--- src/rtl/video_colorizer_ntsc.sv ---
// Apple II serial video to VGA colour: NTSC artifact-colour decode, mono tints,
// and regenerated sync/blanking, all on the 14.318 MHz master clock.
module video_colorizer_ntsc #(
    parameter int unsigned COLOR_BITS  = 8,
    parameter int unsigned HCOUNT_BITS = 11,
    parameter int unsigned HS_START    = 694,
    parameter int unsigned HS_WIDTH    = 68,
    parameter int unsigned VS_LINE     = 33,
    parameter int unsigned VS_LINES    = 3,
    parameter int unsigned DE_DEPTH    = 18,
    parameter int unsigned DE_TAP_A    = 9,
    parameter int unsigned DE_TAP_B    = 17
) (
    input  logic                      i_clk_14m,
    input  logic                      i_reset,
    input  logic                      i_video,
    input  logic                      i_color_line,
    input  logic [1:0]                i_screen_mode,
    input  logic                      i_hbl,
    input  logic                      i_vbl,
    input  logic                      i_pal_we,
    input  logic [1:0]                i_pal_addr,
    input  logic [3*COLOR_BITS-1:0]   i_pal_data,
    output logic                      o_vga_hs,
    output logic                      o_vga_vs,
    output logic                      o_vga_hbl,
    output logic                      o_vga_vbl,
    output logic [COLOR_BITS-1:0]     o_vga_r,
    output logic [COLOR_BITS-1:0]     o_vga_g,
    output logic [COLOR_BITS-1:0]     o_vga_b
);

    localparam int unsigned SUM_W = COLOR_BITS + 2;
    localparam int unsigned VC_W  = 6;
    localparam int unsigned SR_W  = 6;

    localparam logic [3:0][7:0] PAL_R_DEF = {8'h70, 8'h08, 8'h37, 8'h50};
    localparam logic [3:0][7:0] PAL_G_DEF = {8'h07, 8'h2C, 8'h94, 8'h38};
    localparam logic [3:0][7:0] PAL_B_DEF = {8'h07, 8'hB0, 8'h10, 8'h38};

    localparam logic [COLOR_BITS-1:0] PIX_MID = {1'b1, {(COLOR_BITS-1){1'b0}}};

    localparam logic [HCOUNT_BITS-1:0] HC_HS_SET = HCOUNT_BITS'(HS_START);
    localparam logic [HCOUNT_BITS-1:0] HC_HS_CLR = HCOUNT_BITS'(HS_START + HS_WIDTH);
    localparam logic [VC_W-1:0]        VC_VS_SET = VC_W'(VS_LINE);
    localparam logic [VC_W-1:0]        VC_VS_CLR = VC_W'(VS_LINE + VS_LINES);

    logic [HCOUNT_BITS-1:0]      r_hcount;
    logic [VC_W-1:0]             r_vcount;
    logic                        r_last_hbl;
    logic                        r_line_mode;
    logic [SR_W-1:0]             r_sr;
    logic [DE_DEPTH-1:0]         r_de;
    logic [3:0][COLOR_BITS-1:0]  r_pal_r;
    logic [3:0][COLOR_BITS-1:0]  r_pal_g;
    logic [3:0][COLOR_BITS-1:0]  r_pal_b;
    logic                        r_vga_hs;
    logic                        r_vga_vs;
    logic                        r_vga_hbl;
    logic                        r_vga_vbl;
    logic [COLOR_BITS-1:0]       r_vga_r;
    logic [COLOR_BITS-1:0]       r_vga_g;
    logic [COLOR_BITS-1:0]       r_vga_b;

    logic                        w_line_start;
    logic [1:0]                  w_phase;
    logic                        w_stable;
    logic                        w_mono_sel;
    logic [23:0]                 w_mono;
    logic [COLOR_BITS-1:0]       w_pix_r;
    logic [COLOR_BITS-1:0]       w_pix_g;
    logic [COLOR_BITS-1:0]       w_pix_b;

    // Keep the most significant COLOR_BITS of an 8-bit colour constant.
    function automatic logic [COLOR_BITS-1:0] trunc8(input logic [7:0] v);
        return v[7 -: COLOR_BITS];
    endfunction

    function automatic logic [23:0] mono_rgb(input logic [1:0] mode, input logic fg);
        logic [23:0] rgb;
        case (mode)
            2'b10:   rgb = fg ? 24'h00C001 : 24'h000F01;
            2'b11:   rgb = fg ? 24'hFF8001 : 24'h200801;
            default: rgb = fg ? 24'hFFFFFF : 24'h000000;
        endcase
        return rgb;
    endfunction

    // Artifact colour: each lit bit in the window adds the palette entry for its phase.
    function automatic logic [COLOR_BITS-1:0] chan_sum(
        input logic [3:0][COLOR_BITS-1:0] pal,
        input logic [SR_W-1:0]            sr,
        input logic [1:0]                 p
    );
        logic [SUM_W-1:0] acc;
        logic [1:0]       p1;
        logic [1:0]       p2;
        logic [1:0]       p3;
        p1  = p + 2'd1;
        p2  = p + 2'd2;
        p3  = p + 2'd3;
        acc = '0;
        if (sr[1]) acc = acc + SUM_W'(pal[p1]);
        if (sr[2]) acc = acc + SUM_W'(pal[p2]);
        if (sr[3]) acc = acc + SUM_W'(pal[p3]);
        if (sr[4]) acc = acc + SUM_W'(pal[p]);
        if (|acc[SUM_W-1 -: 2]) begin
            return '1;
        end
        return acc[COLOR_BITS-1:0];
    endfunction

    assign w_line_start = r_last_hbl & ~i_hbl;
    assign w_phase      = r_hcount[1:0];
    assign w_stable     = (r_sr[0] == r_sr[4]) && (r_sr[1] == r_sr[5]);
    assign w_mono_sel   = r_line_mode || (i_screen_mode != 2'b00);
    assign w_mono       = mono_rgb(i_screen_mode, r_sr[2]);

    always_comb begin
        w_pix_r = '0;
        w_pix_g = '0;
        w_pix_b = '0;
        if (w_mono_sel) begin
            w_pix_r = w_mono[23 -: COLOR_BITS];
            w_pix_g = w_mono[15 -: COLOR_BITS];
            w_pix_b = w_mono[7 -: COLOR_BITS];
        end else if (w_stable) begin
            w_pix_r = chan_sum(r_pal_r, r_sr, w_phase);
            w_pix_g = chan_sum(r_pal_g, r_sr, w_phase);
            w_pix_b = chan_sum(r_pal_b, r_sr, w_phase);
        end else begin
            // Colour burst edges: fall back to a luminance-only estimate.
            case (r_sr[3:2])
                2'b11: begin
                    w_pix_r = '1;
                    w_pix_g = '1;
                    w_pix_b = '1;
                end
                2'b00: begin
                    w_pix_r = '0;
                    w_pix_g = '0;
                    w_pix_b = '0;
                end
                default: begin
                    w_pix_r = PIX_MID;
                    w_pix_g = PIX_MID;
                    w_pix_b = PIX_MID;
                end
            endcase
        end
    end

    // Line timing: counters, line mode latch and blanking history.
    always_ff @(posedge i_clk_14m) begin
        if (i_reset) begin
            r_hcount    <= '0;
            r_vcount    <= '0;
            r_last_hbl  <= 1'b0;
            r_line_mode <= 1'b0;
            r_de        <= '0;
            r_vga_vbl   <= 1'b0;
        end else begin
            r_last_hbl <= i_hbl;
            r_de       <= {r_de[DE_DEPTH-2:0], r_last_hbl};
            if (w_line_start) begin
                r_hcount    <= '0;
                r_line_mode <= i_color_line;
                r_vga_vbl   <= i_vbl;
                if (!i_vbl) begin
                    r_vcount <= '0;
                end else if (r_vcount != '1) begin
                    r_vcount <= r_vcount + VC_W'(1);
                end
            end else if (r_hcount != '1) begin
                r_hcount <= r_hcount + HCOUNT_BITS'(1);
            end
        end
    end

    // Sync generation and delayed horizontal blanking.
    always_ff @(posedge i_clk_14m) begin
        if (i_reset) begin
            r_vga_hs  <= 1'b0;
            r_vga_vs  <= 1'b0;
            r_vga_hbl <= 1'b0;
        end else begin
            r_vga_hbl <= r_de[DE_TAP_A] & r_de[DE_TAP_B];
            if (r_hcount == HC_HS_SET) begin
                r_vga_hs <= 1'b1;
                if (r_vcount == VC_VS_SET) begin
                    r_vga_vs <= 1'b1;
                end else if (r_vcount == VC_VS_CLR) begin
                    r_vga_vs <= 1'b0;
                end
            end else if (r_hcount == HC_HS_CLR) begin
                r_vga_hs <= 1'b0;
            end
        end
    end

    // Pixel pipeline: serial window and registered colour.
    always_ff @(posedge i_clk_14m) begin
        if (i_reset) begin
            r_sr    <= '0;
            r_vga_r <= '0;
            r_vga_g <= '0;
            r_vga_b <= '0;
        end else begin
            r_sr    <= {i_video, r_sr[SR_W-1:1]};
            r_vga_r <= w_pix_r;
            r_vga_g <= w_pix_g;
            r_vga_b <= w_pix_b;
        end
    end

    // Phase palette; a write lands at the edge, so that cycle's pixel sees the old entry.
    always_ff @(posedge i_clk_14m) begin
        if (i_reset) begin
            for (int i = 0; i < 4; i++) begin
                r_pal_r[i] <= trunc8(PAL_R_DEF[i]);
                r_pal_g[i] <= trunc8(PAL_G_DEF[i]);
                r_pal_b[i] <= trunc8(PAL_B_DEF[i]);
            end
        end else if (i_pal_we) begin
            r_pal_r[i_pal_addr] <= i_pal_data[3*COLOR_BITS-1 -: COLOR_BITS];
            r_pal_g[i_pal_addr] <= i_pal_data[2*COLOR_BITS-1 -: COLOR_BITS];
            r_pal_b[i_pal_addr] <= i_pal_data[COLOR_BITS-1:0];
        end
    end

    assign o_vga_hs  = r_vga_hs;
    assign o_vga_vs  = r_vga_vs;
    assign o_vga_hbl = r_vga_hbl;
    assign o_vga_vbl = r_vga_vbl;
    assign o_vga_r   = r_vga_r;
    assign o_vga_g   = r_vga_g;
    assign o_vga_b   = r_vga_b;

endmodule
--- config.mk ---
export PLATFORM = sky130hd
export DESIGN_NAME = video_colorizer_ntsc
export DESIGN_NICKNAME = d
export VERILOG_FILES = /design/src/rtl/video_colorizer_ntsc.sv
export SDC_FILE = /design/constraint.sdc
export NUM_CORES = 1
export LEC_CHECK = 0
export ABC_AREA = 1
export CORE_ASPECT_RATIO = 0.6
export CORE_UTILIZATION = 53
export CTS_CLUSTER_DIAMETER = 80
export DETAILED_ROUTE_END_ITERATION = 16
export GPL_ROUTABILITY_DRIVEN = 0
export PLACE_DENSITY_LB_ADDON = 0.25
export SLEW_MARGIN = 20
export SYNTH_ARGS = -nofsm -noshare
export SYNTH_HDL_FRONTEND = slang
export SYNTH_SLANG_ARGS = --single-unit
--- constraint.sdc ---
create_clock -name i_clk_14m -period 10.9 [get_ports i_clk_14m]
set_input_delay 1.635 -clock i_clk_14m [delete_from_list [all_inputs] [get_ports i_clk_14m]]
set_output_delay 1.635 -clock i_clk_14m [all_outputs]
set_load 0.02 [all_outputs]
# After elaboration in Yosys (flattened, before gate mapping)
# Cells that the tools add are included.
# totals
out_inout_bits,28
regBits,167
elab_cells,170
input_bits,35
# op_classes
addsub,14
n_lt_le_gt_ge,6
eq_ne,12
muxes,97
reduce_logical,13
bitwise_logic,3
# ops
operator,n
two-way mux 10 bit,33
two-way mux 8 bit,28
binary-select mux 8 bit (select 2 bit),12
bitwise mux 32 bit,3
adder 10 x 8 -> 10 bit,9
two-way mux 24 bit,2
case mux 24 bit (2 select lines),1
"equality test 11 x 10 -> 1 bit, second input constant",2
demux 8 bit (select 2 bit),1
two-way mux 16 bit,1
case mux 8 bit (2 select lines),1
"< comparator 2 x 3 -> 1 bit, second input constant",5
two-way mux 1 bit,13
"equality test 6 bit, second input constant",2
two-way mux 6 bit,2
"adder 11 x 1 -> 11 bit, second input constant",1
"!= test 11 bit, second input constant",1
OR reduction 2 bit,4
"adder 6 x 1 -> 6 bit, second input constant",1
"equality test 2 bit, second input constant",3
"!= test 6 bit, second input constant",1
nonzero test 2 bit,3
"adder 2 bit, second input constant",2
AND reduction 2 bit,2
9 further kinds,12

# Longest topological paths before layout
# Gate-level depths: netlist of the first run.
# logic_depth
depth_word,25
ltp_mapped,40
ltp_nobuf,38

# Least setup slack after synthesis of the first run
# No wires, ideal clock.
# synth_path
path_kind,register -> register
from,register r_hcount[0]
to,register r_vga_r[7] (netlist: o_vga_r[7])
setup_time_ns,0.131
setup_slack_ns,5.775
synth_period_minus_slack_ns,5.125
required_ns,10.769
path_stages_with_launch,38
n_path_buf,2
arrival_time_ns,4.994
cell_sequence,dfxtp_1 -> inv_2 -> buf_2 -> ha_1 -> inv_1 -> buf_1 -> nand2_1 -> nand3_2 -> inv_1 -> ha_1 -> fa_1 -> nand3_2 -> nand2_2 -> nand2_1 -> nand2_1 -> nand2_1 -> nand3_1 -> nand2_1 -> (+2 left out) -> nand2_1 -> inv_1 -> a21oi_1 -> nand2_1 -> or2_2 -> nand3_1 -> nand2_1 -> ha_1 -> inv_2 -> nor3_2 -> nand2_1 -> a31oi_1 -> xnor2_2 -> nand3_1 -> nand2_1 -> nand2_1 -> nand2_1 -> a21oi_2
# synth_between
elab_chain_len,25
elab_cells_between_ends,33
classes_between,add/sub (6); mux (26); reduce/logical (1)
# synth_rtl
element,line_no,text
"start, declared",48,logic [HCOUNT_BITS-1:0] r_hcount;
"start signal, assigned",175,r_hcount <= r_hcount + HCOUNT_BITS'(1);
adder 2 x 1 -> 2 bit,99,p1 = p + 2'd1;
binary-select mux 8 bit (select 2 bit),103,if (sr[1]) acc = acc + SUM_W'(pal[p1]);
two-way mux 8 bit (not written as such),103,
two-way mux 8 bit,103,
two-way mux 10 bit,127,end else if (w_stable) begin
two-way mux 10 bit,123,if (w_mono_sel) begin
adder 10 x 8 -> 10 bit,104,if (sr[2]) acc = acc + SUM_W'(pal[p2]);
two-way mux 10 bit,104,
(+9 left out),--,
two-way mux 10 bit (*),123,
OR reduction 2 bit,107,if (|acc[SUM_W-1 -: 2]) begin
two-way mux 1 bit,107,
two-way mux 1 bit,127,
two-way mux 1 bit,123,
two-way mux 8 bit (*),110,return acc[COLOR_BITS-1:0];
two-way mux 8 bit (*),127,
two-way mux 8 bit (*),123,
"end signal, assigned",210,r_vga_r <= w_pix_r;
"end, declared",61,logic [COLOR_BITS-1:0] r_vga_r;
# Mark *: on every way between the ends. The rest lies on a longest branch, timed or not. The select of a mux whose other input is x is not followed.
# A chain may end at the register's enable or synchronous reset.

# Worst setup path in the final report of the first run
# layout_path
from,register r_hcount[0]
to,register r_vga_b[2] (netlist: o_vga_b[2])
# layout_between
elab_chain_len,25
elab_cells_between_ends,33
classes_between,add/sub (6); mux (26); reduce/logical (1)
# layout_rtl
element,line_no,text
adder 2 x 1 -> 2 bit,99,
binary-select mux 8 bit (select 2 bit),103,
two-way mux 8 bit (not written as such),103,
two-way mux 8 bit,103,
two-way mux 10 bit,127,
two-way mux 10 bit,123,
adder 10 x 8 -> 10 bit,104,
two-way mux 10 bit,104,
(+9 left out),--,
two-way mux 10 bit (*),123,
OR reduction 2 bit,107,
two-way mux 1 bit,107,
two-way mux 1 bit,127,
two-way mux 1 bit,123,
two-way mux 8 bit (*),110,
two-way mux 8 bit (*),127,
two-way mux 8 bit (*),123,
"end signal, assigned",212,r_vga_b <= w_pix_b;
"end, declared",63,logic [COLOR_BITS-1:0] r_vga_b;
# Marks and branches as above.

==> results.md, run 1 <==
- Cell Area, Synth: between 10,000 and 15,000 um2
- Net count after synthesis: about 2,300
- Tcrit/Tclk final: 0.608
- Fill count: 2,379
- Vias in the first global route: between 10,000 and 15,000
- Lkg Pwr: roughly 7.4 nW
- Synth cell types: 49
- Worst slew pin tran: ~1.0 ns
- Ys async rst share: 0
- Outcome: finished clean
- Synth warn: 0
- RSZ-0062 raised after global routing: false
- FF-to-FF setup slack: 4.27 ns
- Nature of the critical path endpoint: register
- Fin crit period: roughly 6.6 ns
- # IOs: 63
- Port bufs: 62
- DRT iter0 DRCs: approximately 960
- Fin. Hold Viols: 0
- FMAX: ~150 MHz
- Worst Setup SP: r_hcount[0]$_SDFFE_PP0P_
- # placed instances: about 2,400
- Sequential share of the synthesized area: 0.255
- Clock latency on the worst-skew pair: 0.46 ns
- Critical path peak fanout: 60
- Commonest cells after routing, fill and taps aside: nand2_1, inv_1, o21ai_0
- WP data arrival: ~7 ns
- Area contributors post-synth: dfxtp_1, nand2_1, o21ai_0
- First-pass GRT wire length: 56,000 um
- Power per cell area: between 100 and 150 nW/um2
- Core Area: 24,200 um2
- Num rows: 44
- Final hold slack: approximately 0.4 ns
- Peak supply drop: ~0.0001 V
- Total of max-cap violations: 0
- H-tree lvl count: 4
- Setup WS post-layout: about 4.3 ns
- Initial antenna violation count: 0
- CTS tree: yes
- Setup tns final: 0 ns
- Rel. slew slack: 0.300
- CTS Sinks: between 150 and 200
- Post-synth EDFFs: 0
- R2R Path Start: r_hcount[0]$_SDFFE_PP0P_
- Global route overflow: 0
- Tot GR Track Use: 0.275
- Wire per inst: 13.4 um
- CTS resizes: 0
- WP data required: 11.22 ns
- Slowest stage delay, CP: approximately 0.70 ns
- Diode count: 0
- Syn Inst Count: around 2,100
- Hold Path Origin: r_de[4]$_SDFF_PP0_
- Post-CTS Setup Inserts: 0
- Root buffer cell: clkbuf_16
- Final Max Tran Viols: 0
- Clock skew: between 0.006 and 0.007 ns
- Most Frequent Cell on Critical Path: nand2_1
- Synth area leader: dfxtp_1
- Leading cell type in the layout, fill and taps excluded: nand2_1
- Layout cells sized above 1: 0.0575
- DP Worst Slack: about 4.5 ns
- Detailed-route via count: 13,200
- Final WL: 33,200 um
- Final std cells w/o fill: 2,479
- Reg clk slew, reported paths: 0.07 ns
- Final setup fails: 0
- Num CTS Buffers: 17
- Post-detail-place hpwl: approximately 25,000 um
- Pwr Total: about 1.7 mW
- Clock Path Buffers: 2
- RR Endpoint: o_vga_b[2]$_SDFF_PP0_
- Largest net degree at the start of global routing: about 120
- DRC violations left: 0
- Cell depth of the worst hold path: 2
- #FFs+latches synth: approximately 170
- Worst-case reg-to-reg path depth: 37
- Synth top area share: 0.255
- Die H: 124 um
- Die Span X: ~200 um
- CP startpoint kind: register
- 1st-pass router iterations: 6
- Die area: ~25,000 um2
- Final ANT Viol Nets: 0
- Setup Crit Path Kind: register to register
- Area grow syn2layout: 9.18%
- Hold Crit Endpoint: r_de[5]$_SDFF_PP0_
- Cts hold-fix bufs: 0
- Via/cell ratio: roughly 5.3
- Effective utilization at floorplan: 0.541
- Crit-path slowest cell: inv_1
- Main synth FF type: dfxtp_1
- Hold Path Class: register to register
- Nets: roughly 2,300
- Mean cell area of the mapped netlist: just over 6 um2
layout make-up:
| class | count | area (um2) | area share |
|---|---|---|---|
| Timing Repair Buffer | 77 | 728 | 0.0509 |
| Sequential cell | 167 | 3350 | 0.234 |
| Multi-Input combinational cell | 1573 | 8120 | 0.568 |
| Inverter | 308 | 1160 | 0.0809 |
| Tap cell | 322 | 403 | 0.0282 |
| Clock buffer | 20 | 437 | 0.0305 |
| Clock inverter | 12 | 104 | 0.00726 |
through the flow:
step	utilization	instance area (um2)
3_3_place_gp	0.568	13800
3_5_place_dp	0.568	13800
6_report	0.590	14300
4_1_cts	0.590	14300
2_1_floorplan	-	13100
5_1_grt	0.590	14300
layer usage:
layer,track usage,wire length [um],vias to the layer above
met1,0.355,15700,5956
met4,0.105,794,0
li1,-,-,6848
met3,0.0447,1570,55
met2,0.462,15100,332
met5,0,0,-
critical path: cells and delay by family, from the launching register on:
kind	cells	cell delay (ns)
AND/OR/NAND/NOR	24	2.52
adder cells (fa/ha/maj)	5	1.68
buffers and inverters	6	1.39
flip-flops	1	0.67
AO/OA/AOI/OAI	2	0.22
Yosys cell counts (14+ instances only):
master    count
clkbuf_1     54
nand4_1      21
nor2_1      120
inv_1       294
o211ai_1     20
o21ai_1      14
nand2_1     656
nand3_1     172
or2_2        23
o21ai_0     223
ha_1         77
dfxtp_1     167
buf_2        26
mux2i_1      19
a21oi_1     117
state kept, by name (all words and copies together) (netlist names):
signal       flops
o_vga_b          8
o_vga_g          8
o_vga_hbl        1
o_vga_hs         1
o_vga_r          8
o_vga_vbl        1
o_vga_vs         1
r_de            18
r_hcount        11
r_last_hbl       1
r_line_mode      1
r_pal_b         32
r_pal_g         32
r_pal_r         32
r_sr             6
r_vcount         6
power by group:
part	internal, mW	switching (mW)	total (mW)
registers	0.634	0.0161	0.650
logic	0.153	0.284	0.437
clock network	0.313	0.261	0.574
total	1.10	0.561	1.66
worst max-delay path by stage:
| stage | to | depth (start not counted) |
|---|---|---|
| after CTS | o_vga_b[2]$_SDFF_PP0_ | 37 |
| after detailed placement | o_vga_b[1]$_SDFF_PP0_ | 37 |
| after global placement | o_vga_r[5]$_SDFF_PP0_ | 35 |
| after global routing | o_vga_g[7]$_SDFF_PP0_ | 38 |
| final | o_vga_b[2]$_SDFF_PP0_ | 37 |
| after floorplan | o_vga_r[7]$_SDFF_PP0_ | 37 |
cell families after synthesis:
group,after synthesis,synth area share
AND/OR/NAND/NOR,1050,0.342
buffers and inverters,408,0.125
AO/OA/AOI/OAI,398,0.162
flip-flops,167,0.255
adder cells (fa/ha/maj),86,0.0873
XOR/XNOR,20,0.0140
multiplexers,19,0.0145
No activity file was read; power rests on OpenSTA's default activity.
==> run 2: changes to the inputs <==
==> constraint.sdc (replaced) <==
create_clock -name i_clk_14m -period 5.7 [get_ports i_clk_14m]
set_input_delay 0.855 -clock i_clk_14m [delete_from_list [all_inputs] [get_ports i_clk_14m]]
set_output_delay 0.855 -clock i_clk_14m [all_outputs]
set_load 0.02 [all_outputs]
==> run 2 against run 1 <==
Effect of this change: final cell count up 0.52%; sequential share of layout area down 0.74 points; sequential cell count unchanged; clock skew rose by 0.0040 ns; cell area up 3.3%; core utilization rose by 1.9 points; clock power grew 130%; clock-buffer cell count is 1 lower; largest power group is now clock; global-route usage up 0.13 points; non-clock buffer count is 13 higher; combinational power rose by 110%; die area unchanged.
==> results.md, run 2 (same netlist as run 1, synthesis figures left out) <==
- Fin crit period: 5.25 ns (-1.38 ns)
- Clock latency on the worst-skew pair: 0.45 ns (about the same)
- Global route overflow: 0 (unchanged)
- First-pass GRT wire length: 56,300 um (+0.55%)
- DRT iter0 DRCs: 966 (+1.0%)
- Peak supply drop: 0.000171 V (+68%)
- Most Frequent Cell on Critical Path: nand2_1
- Clock skew: 0.0108 ns (+0.00399 ns)
- Detailed-route via count: 13,400 (+1.3%)
- Worst slew pin tran: 1.11 ns (+0.0558 ns)
- Initial antenna violation count: 0 (unchanged)
- Reg clk slew, reported paths: 0.07 ns (about the same)
- Final ANT Viol Nets: 0 (unchanged)
- Final hold slack: 0.401 ns (+0.00246 ns)
- WP data arrival: 5.55 ns (-1.40 ns)
- Leading cell type in the layout, fill and taps excluded: nand2_1
- Port bufs: 62 (unchanged)
- Final setup fails: 0 (unchanged)
- 1st-pass router iterations: 6 (unchanged)
- Final core occ: 0.609 (+0.0192)
- Diode count: 0 (unchanged)
- Fin. Hold Viols: 0 (unchanged)
- Tot GR Track Use: 0.276 (+0.00132)
- Effective utilization at floorplan: 0.541 (unchanged)
- Post-detail-place hpwl: 25,200 um (+1.2%)
- Die Span X: 205 um (unchanged)
- CTS tree: yes
- Final WL: 34,800 um (+4.9%)
- CP startpoint kind: register
- Num rows: 44 (unchanged)
- Num CTS Buffers: 17 (unchanged)
- Root buffer cell: clkbuf_16
- Total of max-cap violations: 0 (unchanged)
- Cts hold-fix bufs: 0 (unchanged)
- Final Max Tran Viols: 0 (unchanged)
- Wire per inst: 14.0 um (+4.3%)
- Fill count: 2,282 (-4.1%)
- WP data required: 6.00 ns (-5.22 ns)
- Die area: 25,400 um2 (unchanged)
- Critical path peak fanout: 15 (-75%)
- Power per cell area: 236 nW/um2 (+100%)
- RSZ-0062 raised after global routing: false
- Commonest cells after routing, fill and taps aside: nand2_1, inv_1, o21ai_0
- # placed instances: 2,452 (+0.20%)
- Crit-path slowest cell: dfxtp_4
- Nets: 2,278 (+0.57%)
- Nature of the critical path endpoint: register
- DRC violations left: 0 (unchanged)
- Lkg Pwr: 7.52 nW (+2.3%)
- # IOs: 63 (unchanged)
- Area grow syn2layout: 12.7%
- Slowest stage delay, CP: 0.39 ns (-0.31 ns)
- Setup Crit Path Kind: register to register
- Top Registers: r_pal_b (32), r_pal_g (32), r_pal_r (32)
- Die H: 124 um (unchanged)
- H-tree lvl count: 4 (unchanged)
- Hold Path Class: register to register
- Rel. slew slack: 0.263 (-0.0372)
- Largest net degree at the start of global routing: 123 (+6.0%)
- Vias in the first global route: 12,100 (+0.51%)
- Clock Path Buffers: 2 (unchanged)
- Setup tns final: 0 ns (unchanged)
- CTS Sinks: 167 (unchanged)
- Via/cell ratio: 5.36 (+0.79%)
- Tcrit/Tclk final: 0.921 (+0.313)
- Layout cells sized above 1: 0.0724 (+0.0149)
- FMAX: 191 MHz (+26%)
- Outcome: finished clean
- Core Area: 24,200 um2 (unchanged)
- Final std cells w/o fill: 2,492 (+0.52%)
==> run 2: report_power, final <==
group	leakage [nW]	internal, mW	total [mW]	switching [mW]
Combinational	5.83	0.342	0.925	0.583
Clock	0.323	0.808	1.32	0.508
Sequential	1.36	1.21	1.24	0.0257
Total	7.52	2.36	3.48	1.12
==> run 2: worst paths after layout <==
path                            startpoint  slack (ns)  cells after the start                     to
setup / recovery  r_hcount[0]$_SDFFE_PP0P_        0.45                     35  o_vga_r[3]$_SDFF_PP0_
hold / removal          r_de[8]$_SDFF_PP0_        0.40                      2     r_de[9]$_SDFF_PP0_
setup reg to reg  r_hcount[0]$_SDFFE_PP0P_        0.45                     35  o_vga_r[3]$_SDFF_PP0_
hold reg to reg         r_de[8]$_SDFF_PP0_        0.40                      2     r_de[9]$_SDFF_PP0_
==> run 2: cell type report <==
class / instances / area (um2) / share of cell area
Inverter: 308 / 1160 / 0.0787
Tap cell: 322 / 403 / 0.0273
Sequential cell: 167 / 3350 / 0.227
Multi-Input combinational cell: 1573 / 8230 / 0.558
Timing Repair Buffer: 90 / 948 / 0.0642
Clock inverter: 13 / 215 / 0.0146
Clock buffer: 19 / 454 / 0.0308
==> run 2: through the flow <==
stage / total power [mW] / setup slack [ns] / instance area [um2]
CTS: 3.42 / 0.296 / 14500
global placement: 2.08 / 0.468 / 13800
floorplan: 1.90 / 0.575 / 13100
global route: 3.67 / 0.0208 / 14800
detailed placement: 2.11 / 0.360 / 13800
finish: 3.48 / 0.451 / 14800
==> run 2: repair_timing <==
action	in CTS	in global routing
gates resized for setup	0	27
buffers inserted	0	4
setup endpoints to repair	0	24
==> run 2: per-layer routing <==
| metal | GRT usage | part of all wire | wire [um] |
|---|---|---|---|
| met2 | 0.486 | 0.46 | 16100 |
| met5 | 0 | 0 | 0 |
| met3 | 0.0424 | 0.057 | 1980 |
| met1 | 0.346 | 0.46 | 16000 |
| met4 | 0.0926 | 0.020 | 695 |
==> run 2: worst max-delay path: cells and delay by family (launching register included) <==
kind,cells,cell delay [ns]
compound gates,3,0.43
flops,1,0.39
xor+xnor,1,0.23
simple gates,19,2.02
buf+inv,8,0.76
fa+ha+maj,4,1.27
